<file path="src/rtl/alu_cmd_scheduler_if.sv">
// Command, tinyalu-pin and response bundle for alu_cmd_scheduler.
// master = command source / ALU / response sink side; slave = the scheduler.
interface alu_cmd_scheduler_if;
  logic        cmd_valid;
  logic        cmd_ready;
  logic [7:0]  cmd_a;
  logic [7:0]  cmd_b;
  logic [2:0]  cmd_op;
  logic [7:0]  alu_a;
  logic [7:0]  alu_b;
  logic [2:0]  alu_op;
  logic        alu_start;
  logic        alu_done;
  logic [15:0] alu_result;
  logic        rsp_valid;
  logic        rsp_ready;
  logic [15:0] rsp_result;
  logic [2:0]  rsp_op;
  logic        rsp_err;
  logic        busy;

  modport master (
    output cmd_valid, cmd_a, cmd_b, cmd_op, alu_done, alu_result, rsp_ready,
    input  cmd_ready, alu_a, alu_b, alu_op, alu_start,
    input  rsp_valid, rsp_result, rsp_op, rsp_err, busy
  );

  modport slave (
    input  cmd_valid, cmd_a, cmd_b, cmd_op, alu_done, alu_result, rsp_ready,
    output cmd_ready, alu_a, alu_b, alu_op, alu_start,
    output rsp_valid, rsp_result, rsp_op, rsp_err, busy
  );
endinterface

</file>
<file path="src/rtl/alu_cmd_scheduler.sv">
// Queues ALU commands and drives tinyalu start/done one at a time; pop one edge after push, rsp one edge after done.
// cmd_ready drops only when the FIFO is full; rsp held until rsp_ready; watchdog turns a lost done into an error rsp.

module alu_cmd_fifo #(
  parameter int WIDTH = 8,
  parameter int DEPTH = 4
) (
  input  logic             clk,
  input  logic             reset_n,
  input  logic             push,
  input  logic [WIDTH-1:0] push_dat,
  input  logic             pop,
  output logic [WIDTH-1:0] pop_dat,
  output logic             full,
  output logic             empty
);
  localparam int AW = $clog2(DEPTH);

  logic [WIDTH-1:0] mem [DEPTH];
  logic [AW-1:0]    wr_ptr;
  logic [AW-1:0]    rd_ptr;
  logic [AW:0]      count;
  logic             do_push;
  logic             do_pop;

  assign full    = (count == (AW+1)'(DEPTH));
  assign empty   = (count == '0);
  assign do_push = push && !full;
  assign do_pop  = pop && !empty;
  assign pop_dat = mem[rd_ptr];

  always_ff @(posedge clk) begin
    if (do_push) mem[wr_ptr] <= push_dat;
  end

  always_ff @(posedge clk or negedge reset_n) begin
    if (!reset_n) begin
      wr_ptr <= '0;
      rd_ptr <= '0;
      count  <= '0;
    end else begin
      if (do_push) wr_ptr <= wr_ptr + 1'b1;
      if (do_pop)  rd_ptr <= rd_ptr + 1'b1;
      case ({do_push, do_pop})
        2'b10:   count <= count + 1'b1;
        2'b01:   count <= count - 1'b1;
        default: count <= count;
      endcase
    end
  end
endmodule

module alu_cmd_scheduler #(
  parameter int DEPTH   = 4,
  parameter int TIMEOUT = 15
) (
  input logic               clk,
  input logic               reset_n,
  alu_cmd_scheduler_if.slave bus
);
  localparam int WDW = $clog2(TIMEOUT);

  typedef struct packed {
    logic [2:0] op;
    logic [7:0] a;
    logic [7:0] b;
  } cmd_t;

  typedef enum logic [1:0] {IDLE, ISSUE, RESP} state_t;

  state_t         state;
  cmd_t           head;
  cmd_t           in_cmd;
  logic           fifo_full;
  logic           fifo_empty;
  logic           pop;
  logic [WDW-1:0] wdog;

  assign in_cmd = '{op: bus.cmd_op, a: bus.cmd_a, b: bus.cmd_b};
  assign pop    = (state == IDLE) && !fifo_empty;

  assign bus.cmd_ready = !fifo_full;
  assign bus.busy      = (state != IDLE) || !fifo_empty;

  alu_cmd_fifo #(
    .WIDTH ($bits(cmd_t)),
    .DEPTH (DEPTH)
  ) u_fifo (
    .clk      (clk),
    .reset_n  (reset_n),
    .push     (bus.cmd_valid),
    .push_dat (in_cmd),
    .pop      (pop),
    .pop_dat  (head),
    .full     (fifo_full),
    .empty    (fifo_empty)
  );

  always_ff @(posedge clk or negedge reset_n) begin
    if (!reset_n) begin
      state          <= IDLE;
      wdog           <= '0;
      bus.alu_a      <= '0;
      bus.alu_b      <= '0;
      bus.alu_op     <= '0;
      bus.alu_start  <= 1'b0;
      bus.rsp_valid  <= 1'b0;
      bus.rsp_result <= '0;
      bus.rsp_op     <= '0;
      bus.rsp_err    <= 1'b0;
    end else begin
      case (state)
        IDLE: begin
          if (!fifo_empty) begin
            if (head.op != 3'd0 && head.op <= 3'd4) begin
              bus.alu_a     <= head.a;
              bus.alu_b     <= head.b;
              bus.alu_op    <= head.op;
              bus.alu_start <= 1'b1;
              wdog          <= '0;
              state         <= ISSUE;
            end else if (head.op != 3'd0) begin
              // Illegal opcodes answer directly without touching the ALU.
              bus.rsp_valid  <= 1'b1;
              bus.rsp_err    <= 1'b1;
              bus.rsp_result <= '0;
              bus.rsp_op     <= head.op;
              state          <= RESP;
            end
          end
        end
        ISSUE: begin
          // done is checked first so it wins a tie with the watchdog.
          if (bus.alu_done) begin
            bus.alu_start  <= 1'b0;
            bus.rsp_result <= bus.alu_result;
            bus.rsp_err    <= 1'b0;
            bus.rsp_op     <= bus.alu_op;
            bus.rsp_valid  <= 1'b1;
            state          <= RESP;
          end else if (wdog == WDW'(TIMEOUT - 1)) begin
            bus.alu_start  <= 1'b0;
            bus.rsp_result <= '0;
            bus.rsp_err    <= 1'b1;
            bus.rsp_op     <= bus.alu_op;
            bus.rsp_valid  <= 1'b1;
            state          <= RESP;
          end else begin
            wdog <= wdog + 1'b1;
          end
        end
        RESP: begin
          if (bus.rsp_ready) begin
            bus.rsp_valid <= 1'b0;
            state         <= IDLE;
          end
        end
        default: state <= IDLE;
      endcase
    end
  end
endmodule

</file>
<file path="src/flat_wrapper.sv">
// flat-port wrapper written by rule: the top's interface ports become plain ports
module alu_cmd_scheduler_flat 
#(
  parameter int DEPTH   = 4,
  parameter int TIMEOUT = 15
)
  (clk, reset_n, bus_cmd_valid, bus_cmd_a, bus_cmd_b, bus_cmd_op, bus_alu_done, bus_alu_result, bus_rsp_ready, bus_cmd_ready, bus_alu_a, bus_alu_b, bus_alu_op, bus_alu_start, bus_rsp_valid, bus_rsp_result, bus_rsp_op, bus_rsp_err, bus_busy);
  alu_cmd_scheduler_if bus_i ();
  input logic clk;
  input logic reset_n;
  input wire logic [$bits(bus_i.cmd_valid)-1:0] bus_cmd_valid;
  input wire logic [$bits(bus_i.cmd_a)-1:0] bus_cmd_a;
  input wire logic [$bits(bus_i.cmd_b)-1:0] bus_cmd_b;
  input wire logic [$bits(bus_i.cmd_op)-1:0] bus_cmd_op;
  input wire logic [$bits(bus_i.alu_done)-1:0] bus_alu_done;
  input wire logic [$bits(bus_i.alu_result)-1:0] bus_alu_result;
  input wire logic [$bits(bus_i.rsp_ready)-1:0] bus_rsp_ready;
  output wire logic [$bits(bus_i.cmd_ready)-1:0] bus_cmd_ready;
  output wire logic [$bits(bus_i.alu_a)-1:0] bus_alu_a;
  output wire logic [$bits(bus_i.alu_b)-1:0] bus_alu_b;
  output wire logic [$bits(bus_i.alu_op)-1:0] bus_alu_op;
  output wire logic [$bits(bus_i.alu_start)-1:0] bus_alu_start;
  output wire logic [$bits(bus_i.rsp_valid)-1:0] bus_rsp_valid;
  output wire logic [$bits(bus_i.rsp_result)-1:0] bus_rsp_result;
  output wire logic [$bits(bus_i.rsp_op)-1:0] bus_rsp_op;
  output wire logic [$bits(bus_i.rsp_err)-1:0] bus_rsp_err;
  output wire logic [$bits(bus_i.busy)-1:0] bus_busy;
  assign bus_i.cmd_valid = bus_cmd_valid;
  assign bus_i.cmd_a = bus_cmd_a;
  assign bus_i.cmd_b = bus_cmd_b;
  assign bus_i.cmd_op = bus_cmd_op;
  assign bus_i.alu_done = bus_alu_done;
  assign bus_i.alu_result = bus_alu_result;
  assign bus_i.rsp_ready = bus_rsp_ready;
  assign bus_cmd_ready = bus_i.cmd_ready;
  assign bus_alu_a = bus_i.alu_a;
  assign bus_alu_b = bus_i.alu_b;
  assign bus_alu_op = bus_i.alu_op;
  assign bus_alu_start = bus_i.alu_start;
  assign bus_rsp_valid = bus_i.rsp_valid;
  assign bus_rsp_result = bus_i.rsp_result;
  assign bus_rsp_op = bus_i.rsp_op;
  assign bus_rsp_err = bus_i.rsp_err;
  assign bus_busy = bus_i.busy;
  alu_cmd_scheduler #(.DEPTH(DEPTH), .TIMEOUT(TIMEOUT)) u_core (.clk(clk), .reset_n(reset_n), .bus(bus_i));
endmodule
</file>
<file path="config.mk">
export PLATFORM = sky130hd
export DESIGN_NAME = alu_cmd_scheduler_flat
export DESIGN_NICKNAME = d
export VERILOG_FILES = /design/src/rtl/alu_cmd_scheduler_if.sv /design/src/rtl/alu_cmd_scheduler.sv /design/src/flat_wrapper.sv
export SDC_FILE = /design/constraint.sdc
export NUM_CORES = 1
export LEC_CHECK = 0
export BUFFER_PORTS_ARGS = -buffer_cell sky130_fd_sc_hd__buf_4
export CAP_MARGIN = 30
export CORE_ASPECT_RATIO = 1.25
export CORE_UTILIZATION = 50
export DETAILED_ROUTE_END_ITERATION = 8
export PLACE_DENSITY = 0.79
export SYNTH_ARGS = -nofsm -noshare
export SYNTH_HDL_FRONTEND = slang
export SYNTH_HIERARCHICAL = 1
export SYNTH_SLANG_ARGS = --single-unit
</file>
<file path="constraint.sdc">
create_clock -name clk -period 2.58 [get_ports clk]
set_clock_uncertainty 0.15 [all_clocks]
set_input_delay 0.129 -clock clk [delete_from_list [all_inputs] [get_ports clk]]
set_output_delay 0.129 -clock clk [all_outputs]
set_load 0.01 [all_outputs]
</file>
Word-level counts from Yosys, hierarchy flattened
Memory sizes are Yosys's and may differ from the RTL's.
Index checks and enable logic that the tools add are counted.
Storage, ports and cells
  register bits: 54
  latch bits: 0
  memory bits (writable): 76
  ROM bits: 0
  input bits: 40
  output and inout port bits: 43
  logic and storage cells: 97
  memories kept: 1
Memories
  u_core.u_fifo.mem: depth 4, width 19, read ports 1, clocked after memory_dff 0, write ports 1, line alu_cmd_scheduler.sv:19  | logic [WIDTH-1:0] mem [DEPTH];
Operators by class
  $add $sub $neg: 5
  $mul: 0
  divide/modulo/power cells: 0
  $lt $le $gt $ge: 1
  equality and inequality tests: 15
  shift-type cells: 0
  mux-type cells: 41
  bitwise operators: 1
  reductions and logical operators: 20
Operator list (number)
  $mux 16: 5
  $pmux 16 s2: 1
  $mux 4: 4
  $mux 3: 5
  $ne 2x2->1 const B: 7
  $mux 1: 13
  $mux 2: 6
  $pmux 3 s2: 2
  $reduce_and 5->1: 2
  $pmux 4 s2: 1
  $reduce_and 4->1: 2
  $pmux 2 s3: 1
  $reduce_and 6->1: 1
  $reduce_bool 2->1: 3
  $reduce_bool 3->1: 2
  $add 2x1->2 const B: 2
  $add 4x1->4 const B: 1
  $eq 2x1->1 const B: 2
  $eq 2x2->1 const B: 2
  $eq 4x4->1 const B: 1
  $logic_and 1x1->1: 4
  $pmux 1 s2: 2
  $add 3x1->3 const B: 1
  $eq 3x3->1 const B: 1
  11 further kinds: 12

Depth between registers and ports, before layout
  depth in word-level cells: 6
  mapped depth: 10
  depth with buffers taken out: 10

By module
The synthesis kept the hierarchy.
By module, submodules not included
  alu_cmd_fifo: times used 1, cells an instance 137, area each 3179.3 um2, seq. area each 2457.4 um2
  alu_cmd_scheduler: times used 1, cells an instance 139, area each 1961.9 um2, seq. area each 1176.1 um2

Least setup slack after synthesis
No wires, ideal clock.
  path type: register to register
  start: reg u_core.u_fifo.rd_ptr[0]
  end: reg u_core.bus.alu_a[5]
  setup time: 0.125 ns
  data arrival time: 2.473 ns
  required time: 2.305 ns
  path slack: -0.167 ns
  stages on the path, launching flop included: 9
  path buffers: 2
  period minus slack after synthesis: 2.747 ns
  cells stage by stage: dfrtp_1 > buf_6 > mux4_2 > nor2_1 > ha_1 > or3b_4 > nor2_4 > buf_6 > mux2_2
RTL lines
  start, declared: line alu_cmd_scheduler.sv:21  | logic [AW-1:0] rd_ptr;
  start signal, assigned: line alu_cmd_scheduler.sv:43  | if (do_pop) rd_ptr <= rd_ptr + 1'b1;
  end signal, assigned: line alu_cmd_scheduler.sv:116  | bus.alu_a <= head.a;
  end, declared: line alu_cmd_scheduler_if.sv:30  | output cmd_ready, alu_a, alu_b, alu_op, alu_start,

==> results.txt <==
- Port-buffer cells: 82
* Synthesized netlist net count: between 300 and 400
- Total Routing Usage GR: 0.214
* Die Y-Extent: 115 um
- CTS placed an instance of sky130_fd_sc_hd__clkbuf_16 at the clock tree root.
- Row cnt: just over 40
- Power density over the cells: between 1000 and 1500 nW/um^2
- STA classifies the critical path endpoint as a register.
- Yosys printed 6 warnings.
* Initial detailed-routing violation count: between 100 and 150
- The worst setup path is launched from a register.
* Max-slew headroom at the worst pin: 0.546
- FFs w/ async S/R, synth: 0.415
- Number of levels the H-tree was split into: 4
- Static Leak: about 2.9 nW
* Fraction of final layout cells with drive strength greater than 1: 0.436
- Routability cong.: 0.759
- The number of global-route vias before repair came to about 3200.
- met2 is the most crowded layer.
* Post-synth design cell area: just over 5000 um^2
* GR Layer Usage met2: 0.389
- Wire length of the first global-routing pass: 16.4 mm
- Number of buffers added by the clock tree synthesis step: 17
- Average routed wire per standard cell: about 18 um
- The floorplan step defined a core boundary enclosing 10100 um^2.
- In the routed design, unresolved DRC markers number 0.
- CTS tree: yes
- Clock latency at the later pin of the worst-skew pair: ~400 ps
* Arrival time reported for the critical path endpoint: ~2800 ps
- Synthesized area divided by synthesized cell count: approximately 19 um^2
- Worst Tran Pin Value: roughly 680 ps
- Setup-failing EPs final: 12
- Of all nets on the critical path, the largest fanout is 11.
- Detailed-route vias per instance: between 5 and 6
- After detailed routing, the total wire length is ~10 mm.
* DIE AREA: 10700 um^2
- Worst endpoint required time: 2720 ps
- Initial antenna violation count: 0
- Counting every instance in the synthesized netlist gives ~280.
- The flow ran to the end, but the final reports show violations.
* Most used flip-flop cell after synthesis: sky130_fd_sc_hd__edfxtp_1
- Flops & latches, synth: 130
- For this design, the sink count on the clock tree is between 100 and 150.
- Die width: around 93 um
- Total via count in the routed design: slightly below 3000
- Compared with the post-synthesis result, the final layout area differs by 37.4%.
- Worst ir drop on vdd: ~0.75 mV
- Final setup margin: -47.0 ps
- The count of endpoints failing hold in the final timing report is 0.
- Pin placement for this block handled just over 80 I/O pins.
- Share of the cycle needed by the critical path after routing: 1.02
- No sink is reached through more buffers than the 2 on the longest clock path.
- In the global route stage, met3 resource usage came out at 0.0608.
- Setup repair after global routing could not meet its margin everywhere.
- Number of nets with antenna violations after detailed routing: 0
- Entering global routing, the biggest net connects 55 pins.
- Slew Limit Fails: 0
- Met1 global-route usage: 0.240
- The checks that failed: negative setup slack.
- Number of maximum-capacitance constraint violations: 0
* Number of filler cells placed in the layout: 616
- Of the synthesized area, sequential elements account for 0.707.
- The synthesized netlist contains 41 unique library cells.
* Class of the tightest hold or removal check: in -> reg
- Grt ovf: 0
- The net count of the finished layout is approximately 470.
- Count of flip-flops with a built-in enable after synthesis: between 70 and 80
- Clock slew at the register clock pins of the worst setup and hold paths: roughly 60 ps
* Category of the critical setup timing path: reg -> reg
- At the placement stage, the worst setup path has a slack of -84.8 ps.
- Placed wire-length estimate after detailed placement: ~6.2 mm
- For this configuration, the core starts out at a cell density of 0.511.
- 0 antenna diodes ended up in the layout.
- Maximum achievable frequency: 0.381 GHz
- Final min period: ~2600 ps
- Sum Neg Setup Slack: -344 ps
- First-pass iteration count of the detailed router: 4
==> synthesized netlist by cell type, types with 3 or more instances <==
library cell                n  area (um^2)
sky130_fd_sc_hd__buf_2      5         25.0
sky130_fd_sc_hd__inv_1     14         52.6
sky130_fd_sc_hd__xnor2_1    3         26.3
sky130_fd_sc_hd__dfrtp_1   54         1350
sky130_fd_sc_hd__mux4_2    19          428
sky130_fd_sc_hd__mux2_2    25          282
sky130_fd_sc_hd__ha_1       8          100
sky130_fd_sc_hd__edfxtp_1  76         2280
sky130_fd_sc_hd__buf_6      4         45.0
sky130_fd_sc_hd__and2_1     5         31.3
sky130_fd_sc_hd__o21ai_0    3         15.0
sky130_fd_sc_hd__nor2_1     5         18.8
sky130_fd_sc_hd__nand3_1    3         15.0
sky130_fd_sc_hd__a22o_1    16          140
sky130_fd_sc_hd__xor2_1     3         26.3
==> report_power, final <==
part / internal [W] / total [W] / switching [W]
registers: 0.00289 / 0.00326 / 0.000365
logic: 0.00193 / 0.00350 / 0.00157
clock network: 0.00153 / 0.00243 / 0.000892
total: 0.00636 / 0.00918 / 0.00282
==> path summary, 6_finish.rpt <==
| kind | endpoint | slack, ps | depth (start not counted) | start |
|---|---|---|---|---|
| min in group asynchronous | u_core/bus.rsp_result[2] | 170 | 2 | reset_n |
| max | u_core/bus.alu_b[2] | -50 | 7 | u_core/u_fifo/rd_ptr[0] |
| max in group asynchronous | u_core/u_fifo/rd_ptr[0] | 1630 | 2 | reset_n |
| min reg2reg | u_core/bus.alu_start | 330 | 1 | u_core/bus.alu_start |
| min | u_core/u_fifo/wr_ptr[0] | 60 | 3 | bus_cmd_valid |
| max reg2reg | u_core/bus.alu_b[2] | -50 | 7 | u_core/u_fifo/rd_ptr[0] |
==> registers in the layout, summed over array words and instances, names as in the netlist, 3 cells and up <==
name	count
u_core/bus.alu_a	8
u_core/bus.alu_b	8
u_core/bus.alu_op	3
u_core/bus.rsp_op	3
u_core/bus.rsp_result	16
u_core/u_fifo/count	3
u_core/u_fifo/mem	76
u_core/wdog	4
==> repair_timing <==
item | in CTS | in global routing
setup buffers | 1 | 1
endpoints found under the hold margin | 149 | 0
hold buffers | 38 | 0
pin swaps | 1 | 0
endpoints found under the setup margin | 39 | 39
resized for setup | 9 | 5
==> worst max-delay path: stages, from the launching register on <==
cell and delay (ps):
sky130_fd_sc_hd__dfrtp_2 420, sky130_fd_sc_hd__mux4_2 570, sky130_fd_sc_hd__nor2_4 140, sky130_fd_sc_hd__ha_4 140, sky130_fd_sc_hd__or3b_4 390, sky130_fd_sc_hd__nor2_4 170, sky130_fd_sc_hd__buf_12 180, sky130_fd_sc_hd__mux2_2 340
==> layout make-up <==
class	instances	area (um^2)	share of cell area
Multi-Input combinational cell	122	1440	0.203
Inverter	14	52.6	0.00744
Clock inverter	14	178	0.0252
Tap cell	129	161	0.0229
Clock buffer	18	429	0.0608
Sequential cell	130	3630	0.515
Timing Repair Buffer	140	1170	0.166
==> cells in the final DEF, fill, tap and decap left out, types with 11 or more instances in the layout <==
master                            n
sky130_fd_sc_hd__dfrtp_1         53
sky130_fd_sc_hd__mux2_2          15
sky130_fd_sc_hd__a22o_1          16
sky130_fd_sc_hd__dlygate4sd3_1   38
sky130_fd_sc_hd__edfxtp_1        76
sky130_fd_sc_hd__mux2_4          11
sky130_fd_sc_hd__inv_1           14
sky130_fd_sc_hd__buf_4          100
sky130_fd_sc_hd__mux4_2          19
sky130_fd_sc_hd__clkbuf_16       17
==> stage by stage <==
step | hold slack (ps) | instance area [um^2] | utilization | cells | total power (W)
2_1_floorplan | -317 | 5140 | - | 276 | 0.00527
3_3_place_gp | 61.1 | 6000 | 0.597 | 495 | 0.00637
3_5_place_dp | 67.0 | 6000 | 0.597 | 495 | 0.00650
4_1_cts | 50.3 | 7030 | 0.699 | 566 | 0.00915
5_1_grt | 81.5 | 7060 | 0.702 | 567 | 0.00964
6_report | 61.9 | 7060 | 0.702 | 567 | 0.00918
==> per-layer routing <==
| metal | vias to the layer above | wire [um] |
|---|---|---|
| li1 | 1356 | - |
| met1 | 1528 | 4080 |
| met2 | 89 | 5780 |
| met3 | 12 | 504 |
| met4 | 0 | 121 |
| met5 | - | 0 |
==> cells by family after synthesis <==
group | Yosys count | share of synthesized area
multiplexers | 47 | 0.145
flip-flops | 130 | 0.707
adder cells (fa/ha/maj) | 9 | 0.0234
XOR/XNOR | 6 | 0.0102
buffers and inverters | 24 | 0.0253
AO/OA/AOI/OAI | 28 | 0.0460
AND/OR/NAND/NOR | 32 | 0.0433
Note: power is estimated with default switching activity, not from simulation.
